<file path="config.mk">
export PLATFORM = sky130hd
export DESIGN_NAME = led_pattern_gen
export DESIGN_NICKNAME = d
export VERILOG_FILES = /design/src/rtl/led_pattern_gen.sv
export SDC_FILE = /design/constraint.sdc
export NUM_CORES = 1
export LEC_CHECK = 0
export CAP_MARGIN = 20
export CORE_ASPECT_RATIO = 0.75
export CORE_MARGIN = 8
export CORE_UTILIZATION = 35
export DETAILED_ROUTE_END_ITERATION = 7
export GPL_TIMING_DRIVEN = 1
export SYNTH_ARGS = -nofsm -noshare
export SYNTH_HDL_FRONTEND = slang
export SYNTH_SLANG_ARGS = --single-unit
export TNS_END_PERCENT = 100
</file>
<file path="constraint.sdc">
create_clock -name clki -period 7.1 [get_ports clki]
set_clock_uncertainty 0.05 [all_clocks]
set_input_delay 1.42 -clock clki [delete_from_list [all_inputs] [get_ports clki]]
set_output_delay 1.42 -clock clki [all_outputs]
set_load 0.01 [all_outputs]
</file>
<file path="src/rtl/led_pattern_gen.sv">
// Parametrised LED pattern engine: FILL / CHASE / DRAIN (and BOUNCE when LED_BOUNCE_EN is defined).
// Latency: a restart loads step 0 one clki after reset release or a {mode,dir} change; steps every DIV_CNT enabled cycles.
// Backpressure: none; en=0 freezes divider, step and led. Without LED_BOUNCE_EN, mode 11 runs as CHASE.
module led_pattern_gen #(
  parameter int N_LED   = 8,
  parameter int DIV_CNT = 50_000_000
) (
  input  logic             clki,
  input  logic             rs,
  input  logic             en,
  input  logic [1:0]       mode,
  input  logic             dir,
  output logic [N_LED-1:0] led,
  output logic             step_tick,
  output logic             done
);

  localparam int SW = $clog2(N_LED + 1);
  localparam int DW = (DIV_CNT > 1) ? $clog2(DIV_CNT) : 1;

  localparam logic [SW-1:0] STEP_LAST_FD = SW'(N_LED);      // FILL/DRAIN last step
  localparam logic [SW-1:0] STEP_LAST_CH = SW'(N_LED - 1);  // CHASE/BOUNCE top position
  localparam logic [DW-1:0] DIV_LAST     = DW'(DIV_CNT - 1);

  logic [N_LED-1:0] r_led;
  logic             r_tick;
  logic             r_done;
  logic [DW-1:0]    r_div;
  logic [SW-1:0]    r_step;
  logic             r_pend;
  logic [1:0]       r_mode;
  logic             r_dir;
`ifdef LED_BOUNCE_EN
  logic             r_bdir;       // 0 = moving up, 1 = moving back down
  logic             w_next_bdir;
`endif

  logic             w_restart;
  logic [SW-1:0]    w_next_step;
  logic             w_wrap;
  logic [N_LED-1:0] w_led_step0;
  logic [N_LED-1:0] w_led_next;

  // Pattern for a given mode/direction/step; dir=1 mirrors the dir=0 pattern.
  function automatic logic [N_LED-1:0] f_pattern(input logic [1:0]    m,
                                                 input logic          d,
                                                 input logic [SW-1:0] s);
    logic [N_LED-1:0] v;
    logic [N_LED-1:0] r;
    v = '0;
    r = '0;
    for (int i = 0; i < N_LED; i++) begin
      case (m)
        2'b00:   v[i] = (i <  int'(s));   // FILL: low s bits set
        2'b10:   v[i] = (i >= int'(s));   // DRAIN: low s bits cleared
        default: v[i] = (i == int'(s));   // CHASE / BOUNCE: single lit LED
      endcase
    end
    for (int i = 0; i < N_LED; i++) begin
      r[N_LED-1-i] = v[i];
    end
    return d ? r : v;
  endfunction

  assign w_restart   = r_pend || (mode != r_mode) || (dir != r_dir);
  assign w_led_step0 = f_pattern(mode, dir, '0);
  assign w_led_next  = f_pattern(r_mode, r_dir, w_next_step);

  // Next step position and wrap flag for the currently registered mode.
  always_comb begin
    w_next_step = r_step + SW'(1);
    w_wrap      = 1'b0;
`ifdef LED_BOUNCE_EN
    w_next_bdir = r_bdir;
`endif
    case (r_mode)
      2'b00, 2'b10: begin
        if (r_step == STEP_LAST_FD) begin
          w_next_step = '0;
          w_wrap      = 1'b1;
        end
      end
`ifdef LED_BOUNCE_EN
      2'b11: begin
        if (!r_bdir && (r_step != STEP_LAST_CH)) begin
          w_next_step = r_step + SW'(1);
        end else begin
          // Heading down (or turning at the top); arrival at 0 is the wrap.
          w_next_step = r_step - SW'(1);
          if (r_step == SW'(1)) begin
            w_wrap      = 1'b1;
            w_next_bdir = 1'b0;
          end else begin
            w_next_bdir = 1'b1;
          end
        end
      end
`endif
      default: begin
        if (r_step == STEP_LAST_CH) begin
          w_next_step = '0;
          w_wrap      = 1'b1;
        end
      end
    endcase
  end

  // Restart / divider / step sequencing; restart outranks en and a coincident step.
  always_ff @(posedge clki or posedge rs) begin
    if (rs) begin
      r_led  <= '0;
      r_tick <= 1'b0;
      r_done <= 1'b0;
      r_div  <= '0;
      r_step <= '0;
      r_pend <= 1'b1;
      r_mode <= 2'b00;
      r_dir  <= 1'b0;
`ifdef LED_BOUNCE_EN
      r_bdir <= 1'b0;
`endif
    end else begin
      r_tick <= 1'b0;
      r_done <= 1'b0;
      if (w_restart) begin
        r_pend <= 1'b0;
        r_mode <= mode;
        r_dir  <= dir;
        r_div  <= '0;
        r_step <= '0;
        r_led  <= w_led_step0;
`ifdef LED_BOUNCE_EN
        r_bdir <= 1'b0;
`endif
      end else if (en) begin
        if (r_div == DIV_LAST) begin
          r_div  <= '0;
          r_tick <= 1'b1;
          r_done <= w_wrap;
          r_step <= w_next_step;
          r_led  <= w_led_next;
`ifdef LED_BOUNCE_EN
          r_bdir <= w_next_bdir;
`endif
        end else begin
          r_div <= r_div + DW'(1);
        end
      end
    end
  end

  assign led       = r_led;
  assign step_tick = r_tick;
  assign done      = r_done;

endmodule
</file>
==> impl_metrics.yaml <==
route:
  wl_um: 6290
  drc_errors: 0
  drt-wirelength-per-cell_um: 15.0
  ant_nets: 0
  vias: 2292
  dr.pass1.iters: 5
  viasPerCell: 5.48
  drtIter0Drc: 205
floorplanning:
  fp-row-count: 27
  initial_core_util_pct: 36.4
  die_area_sq_mm: 0.0108
  io_pins: 16
  die_y_um: 92.2
  core-area_sq_mm: 0.00743
  dieWidth_um: 118
clock_tree:
  h-tree-depth: 2
  clk-insertion-delay-late_ns: 0.30
  post-cts-setup-buffers: 0
  clock_sinks: 44
  cts-root-buf: "clkbuf_8"
  postCtsResizedCells: 0
  cts_buffers: 5
  cts_hold_buf: 0
  cts_tree: "built"
  clk_pin_slew_ns: 0.08
  clk_path_buf_depth: 2
grt:
  antenna_found_initial: 0
  grt_pass1_wl_um: 10900
  grt_max_degree: 45
  grt_pass1_vias: 2115
  grt_overflow: 0
  grtUsageTotal_pct: 11.8
timing:
  rsz0062_at_grt: "no"
  min_period_ns: 3.97
  final-max-slew-violation-count: 0
  fmax_ghz: 0.252
  holdWs_ns: 0.492
  hold_viol_final: 0
  fin_ws_ns: 3.13
  setup_viol: 0
  worst_slew_pin_slew_ns: 0.949
  fin_tns_setup_ns: 0
  fin_crit_sh_pct: 55.9
  relSlewSlack_pct: 36.3
yosys:
  yosysMostFrequentCell: "dfrtp_1"
  synth_common_cells: "dfrtp_1 (43), nor2_1 (42), nand2_1 (23)"
  synthCells: 309
  ys_warn_count: 0
  post-synth-top-area-fraction_pct: 39.7
  ys_types: 54
  synthArstFlopShare_pct: 100
  synth_edf_count: 0
  synth_flop_cell: "dfrtp_1"
  synth.yosys.seq_area_share_pct: 40.7
  yosys.area.top_type: "dfrtp_1"
  synthesis.nets: 320
  synth_seq_cells: 44
  syn-cell-area_sq_mm: 0.00271
  ys_top_cells_by_area: "dfrtp_1 (40%), xor2_1 (6.8%), nor2_1 (5.8%)"
  synth_area_per_cell_sq_um: 8.77
status:
  status: "finished, final reports clean"
worst_setup_path:
  slowest_delay_ns: 0.72
  crit_chain: "clkdlybuf4s50_1, xor2_1, or4_1, nor4_1, o21ai_0, a221oi_1, nor2_1"
  path_buf_inv: 1
  cp.depth: 7
  required_ns: 7.22
  cp_slowest_cell: "or4_1"
  crit_family: "simple AND/OR/NAND/NOR gates"
  cp-end-kind: "flop"
  path_class: "in2reg"
  ff2ff_path_depth: 6
  critPathArrivalTime_ns: 4.09
  start_kind: "input pin"
  cp_max_fo: 13
placement:
  dpl.hpwl_um: 4580
  gp_congestion: 0.865
  io_buffers: 15
  pre_cts_ws_ns: 2.87
  place_area_sq_mm: 0.00292
power_and_ir_drop:
  powerDensity_mw_per_mm2: 157
  irDropWorstVdd_v: 0.0000729
  p_leak_nw: 1.14
  power_mw: 0.471
min_path:
  hold_class: "reg2reg"
  holdPathStages: 2
cells_and_area:
  finalNetCount: 327
  finalInstanceArea_sq_mm: 0.00301
  areaGrowthSynthToFinish_pct: 11.0
  insertedDiodeCount: 0
  drive_above_1_share_pct: 5.68
run:
  cap_violations: 0
metrics by stage:
step / instances / util, %
4_1_cts: 418 / 40.5
3_3_place_gp: 410 / 39.2
5_1_grt: 418 / 40.5
3_5_place_dp: 410 / 39.2
6_report: 418 / 40.5
2_1_floorplan: 309 / -
tightest hold or removal path, delay by kind of cell, from the launching register on:
family | cells | cell delay (ns)
flops | 1 | 0.36
xor+xnor | 1 | 0.08
simple gates | 1 | 0.07
report_power, final:
group	switching [mW]	internal, mW	total [mW]
clock network	0.0845	0.0795	0.164
logic	0.0244	0.0189	0.0433
registers	0.00731	0.256	0.263
total	0.116	0.355	0.471
placed cells by master (no fill, tap or decap), types with 2 or more instances in the layout:
master,count
or3_1,7
a211oi_1,6
nand2_1,23
nor3_1,7
nand4b_1,2
and3_1,5
clkdlybuf4s50_1,15
o211ai_1,2
a41oi_1,2
clkbuf_8,6
nor2b_1,2
nor2_1,42
a221oi_1,2
o22ai_1,4
mux2_2,2
dfrtp_1,43
or4_4,2
xnor2_1,8
nor4b_1,2
o21ai_0,16
a31oi_1,2
nand4_1,9
and4_1,4
clkbuf_1,2
xor2_1,21
a21oi_1,17
ha_1,5
a21o_1,2
a32o_1,2
nand3_1,21
inv_1,9
nor4_1,2
final timing paths:
path / end / start / slack (ns)
worst max-delay path: led[6] / dir / 3.13
worst min-delay path: r_div[17] / r_div[17] / 0.49
worst max register to register: led[6] / r_dir / 4.10
worst min register to register: r_div[17] / r_div[17] / 0.49
max in group asynchronous: r_div[6] / rs / 4.83
min in group asynchronous: r_div[19] / rs / 1.60
final cells by class:
type / instances / area, sq um
Clock buffer: 8 / 90.1
Tap cell: 101 / 126
Sequential cell: 44 / 1100
Fill cell: 738 / 4430
Timing Repair Buffer: 15 / 150
Inverter: 10 / 37.5
Multi-Input combinational cell: 240 / 1500
logic make-up (layout without fill, tap and decap cells):
kind of cell	count (synthesis)	after routing	synth area share (%)
muxes	3	3	1.20
DFF	44	44	40.7
buffers and inverters	25	33	3.93
and+or+nand+nor	136	136	26.6
xor gates and xnor gates	29	29	9.38
other	1	1	0.138
AOI/OAI and AO/OA	66	66	15.8
adders and majority gates	5	5	2.31
sequential cells by signal (all words and copies together), names as in the netlist:
name / cells
step_tick: 1
done: 1
r_div: 26
r_mode: 2
r_step: 4
r_pend: 1
r_dir: 1
led: 8
layer usage:
| layer | GRT usage, % | routed length (um) | vias to the layer above | part of all wire (%) |
|---|---|---|---|---|
| met5 | 0 | 0 | - | 0 |
| met4 | 3.51 | 53 | 0 | 0.84 |
| met3 | 2.20 | 358 | 4 | 5.7 |
| met2 | 16.3 | 2530 | 88 | 40 |
| met1 | 18.0 | 3340 | 1069 | 53 |
| li1 | - | - | 1131 | - |
(Power assumes the default switching activity.)
